$ cat src/rtl/muldiv_pkg.sv
// Shared definitions for the multiply/divide sequencer and the ALU decoder.
package muldiv_pkg;

    localparam int XLEN = 32;

    localparam logic [4:0] OP_MFLO  = 5'd11;
    localparam logic [4:0] OP_MFHI  = 5'd12;
    localparam logic [4:0] OP_DIVU  = 5'd13;
    localparam logic [4:0] OP_MULTU = 5'd14;

    typedef enum logic [1:0] {
        IDLE = 2'd0,
        MUL  = 2'd1,
        DIV  = 2'd2,
        FIN  = 2'd3
    } state_e;

    function automatic logic is_muldiv_op(input logic [4:0] op);
        return (op == OP_MFLO) || (op == OP_MFHI) || (op == OP_DIVU) || (op == OP_MULTU);
    endfunction

endpackage

$ cat src/rtl/muldiv_step.sv
// One iteration of the shared datapath: shift-add multiply (mode 0) or restoring divide (mode 1).
module muldiv_step #(
    parameter int XLEN = 32
) (
    input  logic            mode_i,
    input  logic [XLEN-1:0] hi_i,
    input  logic [XLEN-1:0] lo_i,
    input  logic [XLEN-1:0] opd_i,
    output logic [XLEN-1:0] hi_o,
    output logic [XLEN-1:0] lo_o
);

    logic [XLEN:0]   sum;
    logic [XLEN:0]   diff;
    logic [XLEN-1:0] restore;

    always_comb begin
        sum     = {1'b0, hi_i} + (lo_i[0] ? {1'b0, opd_i} : '0);
        // A borrow out of the XLEN+1 bit subtraction means the divisor did not fit.
        diff    = {hi_i, lo_i[XLEN-1]} - {1'b0, opd_i};
        restore = {hi_i[XLEN-2:0], lo_i[XLEN-1]};
        if (!mode_i) begin
            hi_o = sum[XLEN:1];
            lo_o = {sum[0], lo_i[XLEN-1:1]};
        end else if (!diff[XLEN]) begin
            hi_o = diff[XLEN-1:0];
            lo_o = {lo_i[XLEN-2:0], 1'b1};
        end else begin
            hi_o = restore;
            lo_o = {lo_i[XLEN-2:0], 1'b0};
        end
    end

endmodule

$ cat src/rtl/muldiv_sequencer.sv
// Multi-cycle MULTU/DIVU controller owning the HI/LO pair.
// Optional MULDIV_EARLY_OUT_EN: zero-operand and leading-zero early termination for MULTU.
module muldiv_sequencer #(
    parameter int XLEN  = muldiv_pkg::XLEN,
    parameter int CNT_W = 6
) (
    input  logic            clk,
    input  logic            rst,
    input  logic            start,
    input  logic [4:0]      op,
    input  logic [XLEN-1:0] a,
    input  logic [XLEN-1:0] b,
    output logic            busy,
    output logic            done,
    output logic            stall,
    output logic [XLEN-1:0] hi,
    output logic [XLEN-1:0] lo
);

    import muldiv_pkg::*;

    state_e            state_q, state_d;
    logic [CNT_W-1:0]  cnt_q, cnt_d;
    logic [XLEN-1:0]   acc_q, acc_d;
    logic [XLEN-1:0]   wrk_q, wrk_d;
    logic [XLEN-1:0]   opd_q, opd_d;
    logic [XLEN-1:0]   hi_q, hi_d;
    logic [XLEN-1:0]   lo_q, lo_d;

    logic [XLEN-1:0]   step_hi;
    logic [XLEN-1:0]   step_lo;
    logic              mul_last;
    logic              mul_zero;
    logic [2*XLEN-1:0] prod;

    muldiv_step #(.XLEN(XLEN)) u_step (
        .mode_i (state_q == DIV),
        .hi_i   (acc_q),
        .lo_i   (wrk_q),
        .opd_i  (opd_q),
        .hi_o   (step_hi),
        .lo_o   (step_lo)
    );

`ifdef MULDIV_EARLY_OUT_EN
    logic [CNT_W-1:0] steps;
    assign steps    = cnt_q + CNT_W'(1);
    // Low XLEN-steps bits of the shifted word are the multiplier bits not yet consumed.
    assign mul_last = (step_lo & ({XLEN{1'b1}} >> steps)) == '0;
    assign prod     = {step_hi, step_lo} >> (CNT_W'(XLEN) - steps);
    assign mul_zero = (a == '0) || (b == '0);
`else
    assign mul_last = (cnt_q == CNT_W'(XLEN - 1));
    assign prod     = {step_hi, step_lo};
    assign mul_zero = 1'b0;
`endif

    always_comb begin
        state_d = state_q;
        cnt_d   = cnt_q;
        acc_d   = acc_q;
        wrk_d   = wrk_q;
        opd_d   = opd_q;
        hi_d    = hi_q;
        lo_d    = lo_q;
        case (state_q)
            IDLE: begin
                if (start && op == OP_MULTU) begin
                    if (mul_zero) begin
                        hi_d    = '0;
                        lo_d    = '0;
                        state_d = FIN;
                    end else begin
                        opd_d   = a;
                        wrk_d   = b;
                        acc_d   = '0;
                        cnt_d   = '0;
                        state_d = MUL;
                    end
                end else if (start && op == OP_DIVU) begin
                    if (b == '0) begin
                        hi_d    = a;
                        lo_d    = '1;
                        state_d = FIN;
                    end else begin
                        opd_d   = b;
                        wrk_d   = a;
                        acc_d   = '0;
                        cnt_d   = '0;
                        state_d = DIV;
                    end
                end
            end
            MUL: begin
                acc_d = step_hi;
                wrk_d = step_lo;
                cnt_d = cnt_q + CNT_W'(1);
                if (mul_last) begin
                    hi_d    = prod[2*XLEN-1:XLEN];
                    lo_d    = prod[XLEN-1:0];
                    state_d = FIN;
                end
            end
            DIV: begin
                acc_d = step_hi;
                wrk_d = step_lo;
                cnt_d = cnt_q + CNT_W'(1);
                if (cnt_q == CNT_W'(XLEN - 1)) begin
                    hi_d    = step_hi;
                    lo_d    = step_lo;
                    state_d = FIN;
                end
            end
            FIN:     state_d = IDLE;
            default: state_d = IDLE;
        endcase
    end

    always_ff @(posedge clk or posedge rst) begin
        if (rst) begin
            state_q <= IDLE;
            cnt_q   <= '0;
            acc_q   <= '0;
            wrk_q   <= '0;
            opd_q   <= '0;
            hi_q    <= '0;
            lo_q    <= '0;
        end else begin
            state_q <= state_d;
            cnt_q   <= cnt_d;
            acc_q   <= acc_d;
            wrk_q   <= wrk_d;
            opd_q   <= opd_d;
            hi_q    <= hi_d;
            lo_q    <= lo_d;
        end
    end

    assign busy  = (state_q != IDLE);
    assign done  = (state_q == FIN);
    assign stall = busy && start && is_muldiv_op(op);
    assign hi    = hi_q;
    assign lo    = lo_q;

endmodule

$ cat config.mk
export PLATFORM = sky130hd
export DESIGN_NAME = muldiv_sequencer
export DESIGN_NICKNAME = d
export VERILOG_FILES = /design/src/rtl/muldiv_pkg.sv /design/src/rtl/muldiv_step.sv /design/src/rtl/muldiv_sequencer.sv
export SDC_FILE = /design/constraint.sdc
export NUM_CORES = 1
export LEC_CHECK = 0
export CAP_MARGIN = 10
export CORE_MARGIN = 4
export CORE_UTILIZATION = 45
export DETAILED_ROUTE_END_ITERATION = 6
export GPL_TIMING_DRIVEN = 0
export PLACE_DENSITY = 0.78
export SLEW_MARGIN = 30
export SYNTH_ARGS = -nofsm -noshare
export SYNTH_HDL_FRONTEND = slang
export SYNTH_SLANG_ARGS = --single-unit
$ cat constraint.sdc
create_clock -name clk -period 5.8 [get_ports clk]
set_input_delay 1.16 -clock clk [delete_from_list [all_inputs] [get_ports clk]]
set_output_delay 1.16 -clock clk [all_outputs]
set_load 0.1 [all_outputs]
==> flow_metrics.tcl <==
set metrics [dict create \
    layout_common_cells "nand2_1 (228), dfrtp_1 (168), clkdlybuf4s50_1 (138)" \
    ys_types 72 \
    cts.sinks 168 \
    setup_violations 0 \
    register_area_sq_um 4200 \
    nFillCells 2443 \
    start_util_pct 45.8 \
    grt.overflow.total 0 \
    antenna_found_initial 1 \
    synth_top_area_share_pct 34.1 \
    fp.dieH_um 174 \
    maxCapViolations 0 \
    fp.dieW_um 174 \
    hold_viol_final 0 \
    cts_root_buf "clkbuf_16" \
    status "finished, final reports clean" \
    hold_buffers 0 \
    syn-num-nets 1671 \
    dpl.hpwl_um 36500 \
    grt_pass1_wl_um 71400 \
    critPathKind "primary input to register" \
    worstPathRequired_ns 6.08 \
    synth_edf_count 0 \
    multi_input_area_sq_um 7540 \
    h-tree-depth 4 \
    vias 12900 \
    drive_gt1_share_pct 4.53 \
    dr.pass1.iters 5 \
    drtAntennaViolNets 0 \
    yosys-top-cells-area "dfrtp_1 (34%), nand2_1 (6.9%), ha_1 (6.9%), a211oi_1 (4.7%), o21ai_0 (4.5%)" \
    slowest_stage "clkbuf_1" \
    dpl_worst_slack_ns 1.05 \
    hp-class "register to register" \
    reg2reg_slack_ns 1.50 \
    cts_resized 0 \
    worst_slack_ns 1.36 \
    drc_errors 0 \
    routabilityCongestion 0.980 \
    placementRows 60 \
    async_flop_share_pct 100 \
    diodes 0 \
    finalMaxSlewViolations 0 \
    critPathMaxStageDelay_ns 0.57 \
    clock_latency_ns 0.44 \
    synth_seq_cells 168 \
    fin_nets 1829 \
    end_kind "register" \
    cp.arrival_ns 4.73 \
    synth-main-ff-cell "dfrtp_1" \
    synthToLayoutAreaGrowth_pct 19.5 \
    drt_iter0_markers 1468 \
    dieArea_sq_um 30100 \
    cp_common_cell "clkbuf_1" \
    slew_headroom_pct 32.2 \
    grt_pass1_vias 12300 \
    syn_avg_cell_area_sq_um 8.06 \
    cts_buffer_depth 2 \
    viasPerCell 6.30 \
    core_area_sq_um 27000 \
    timing_worst_slew_pin_value_ns 1.01 \
    wl_per_cell_um 22.8 \
    io_buffers 138 \
    postRouteWirelength_um 46500 \
    period_share_pct 76.6 \
    min_period_ns 4.44 \
    pin_count 139 \
    numCtsBuffers 17 \
    final_common_cell "nand2_1" \
    fin_skew_ns 0.0114 \
    synth_warnings 0 \
    netlist_area_sq_um 12300 \
    rsz0062_at_grt "false" \
    cts_tree "yes" \
    syn_inst 1529 \
    worstPathCellList "clkdlybuf4s50_1 -> and3b_1 -> nand4b_1 -> and4_1 -> clkbuf_1 -> o21ai_0 -> clkbuf_1 -> clkbuf_1 -> o21ai_0" \
    fin_tns_setup_ns 0 \
    cp-start-kind "primary input" \
    synth_area_leader_cell "dfrtp_1" \
    cts_setup_buffers 0 \
    max_freq_ghz 0.225 \
    cts.clk_slew.worst_paths_ns 0.07 \
    grt_usage_pct 29.9 \
    crit_fanout 10 \
    grt_max_degree 92 \
    ys_seq_area_share_pct 34.1 \
]
## path summary, 6_finish.rpt
path | startpoint | to | cells after the start
max | op[3] | lo[7]$_DFFE_PP0P_ | 9
min | lo[25]$_DFFE_PP0P_ | lo[25]$_DFFE_PP0P_ | 2
max reg2reg | wrk_q[0]$_DFFE_PP0P_ | acc_q[31]$_DFFE_PP0P_ | 13
min reg2reg | lo[25]$_DFFE_PP0P_ | lo[25]$_DFFE_PP0P_ | 2
max in group asynchronous | rst | hi[5]$_DFFE_PP0P_ | 3
min in group asynchronous | rst | lo[24]$_DFFE_PP0P_ | 2
## registers in the layout (all words and copies together), names as in the netlist
register	flops
lo	32
hi	32
cnt_q	6
opd_q	32
wrk_q	32
state_q	2
acc_q	32
## metal layers
layer / vias up / global-route usage (%) / wire length, um
met4: 2 / 11.0 / 1850
met2: 744 / 47.7 / 20800
li1: 5845 / - / -
met5: - / 0 / 13
met1: 6110 / 40.7 / 19400
met3: 149 / 5.56 / 4500
## cell families (layout without fill, tap and decap cells)
group	after synthesis	after routing	synth area share (%)
buf+inv	148	318	4.77
mux	26	26	2.23
simple gates	544	544	20.5
fa+ha+maj	70	70	7.22
flops	168	168	34.1
compound gates	521	521	27.5
xor+xnor	52	52	3.69
## critical path: cells and delay by family
family	cells	cell delay, ns
buffers and inverters	4	1.74
and+or+nand+nor	3	1.08
AOI/OAI and AO/OA	2	0.73
## synthesized netlist by cell type (all sizes together) (11+ instances only)
| cell type | instances |
|---|---|
| nand2 | 228 |
| dfrtp | 168 |
| o21ai | 122 |
| nor2 | 119 |
| a21oi | 110 |
| a211oi | 78 |
| clkbuf | 76 |
| ha | 68 |
| and2 | 64 |
| inv | 53 |
| a31oi | 47 |
| o31ai | 40 |
| nor2b | 35 |
| xnor2 | 31 |
| a21o | 28 |
| o211ai | 23 |
| xor2 | 21 |
| buf | 19 |
| nand3 | 19 |
| and3 | 15 |
| mux2i | 14 |
| nor3 | 13 |
| mux2 | 12 |
| nand4 | 12 |
| or3 | 12 |
| nor4 | 11 |
## through the flow
step / hold slack (ns) / utilization, % / std cells / cell area [sq um]
floorplan: 0.455 / - / 1529 / 12300
detailed placement: 0.471 / 52.6 / 2009 / 14200
global placement: 0.466 / 52.5 / 2008 / 14100
finish: 0.488 / 54.7 / 2040 / 14700
global route: 0.504 / 54.7 / 2040 / 14700
CTS: 0.488 / 54.7 / 2040 / 14700
## final cells by class
class                      count  share of cell area [%]
multi-input combinational   1213                    51.1
sequential                   168                    28.5
timing repair buffer         139                    9.56
clock buffer                  18                    2.91
tap                          341                    2.89
buffer                        95                    2.64
inverter                      53                    1.40
clock inverter                13                   0.934
Power is not shown: default switching activity piles up to over one toggle a cycle in this logic, so the estimate is an artifact.
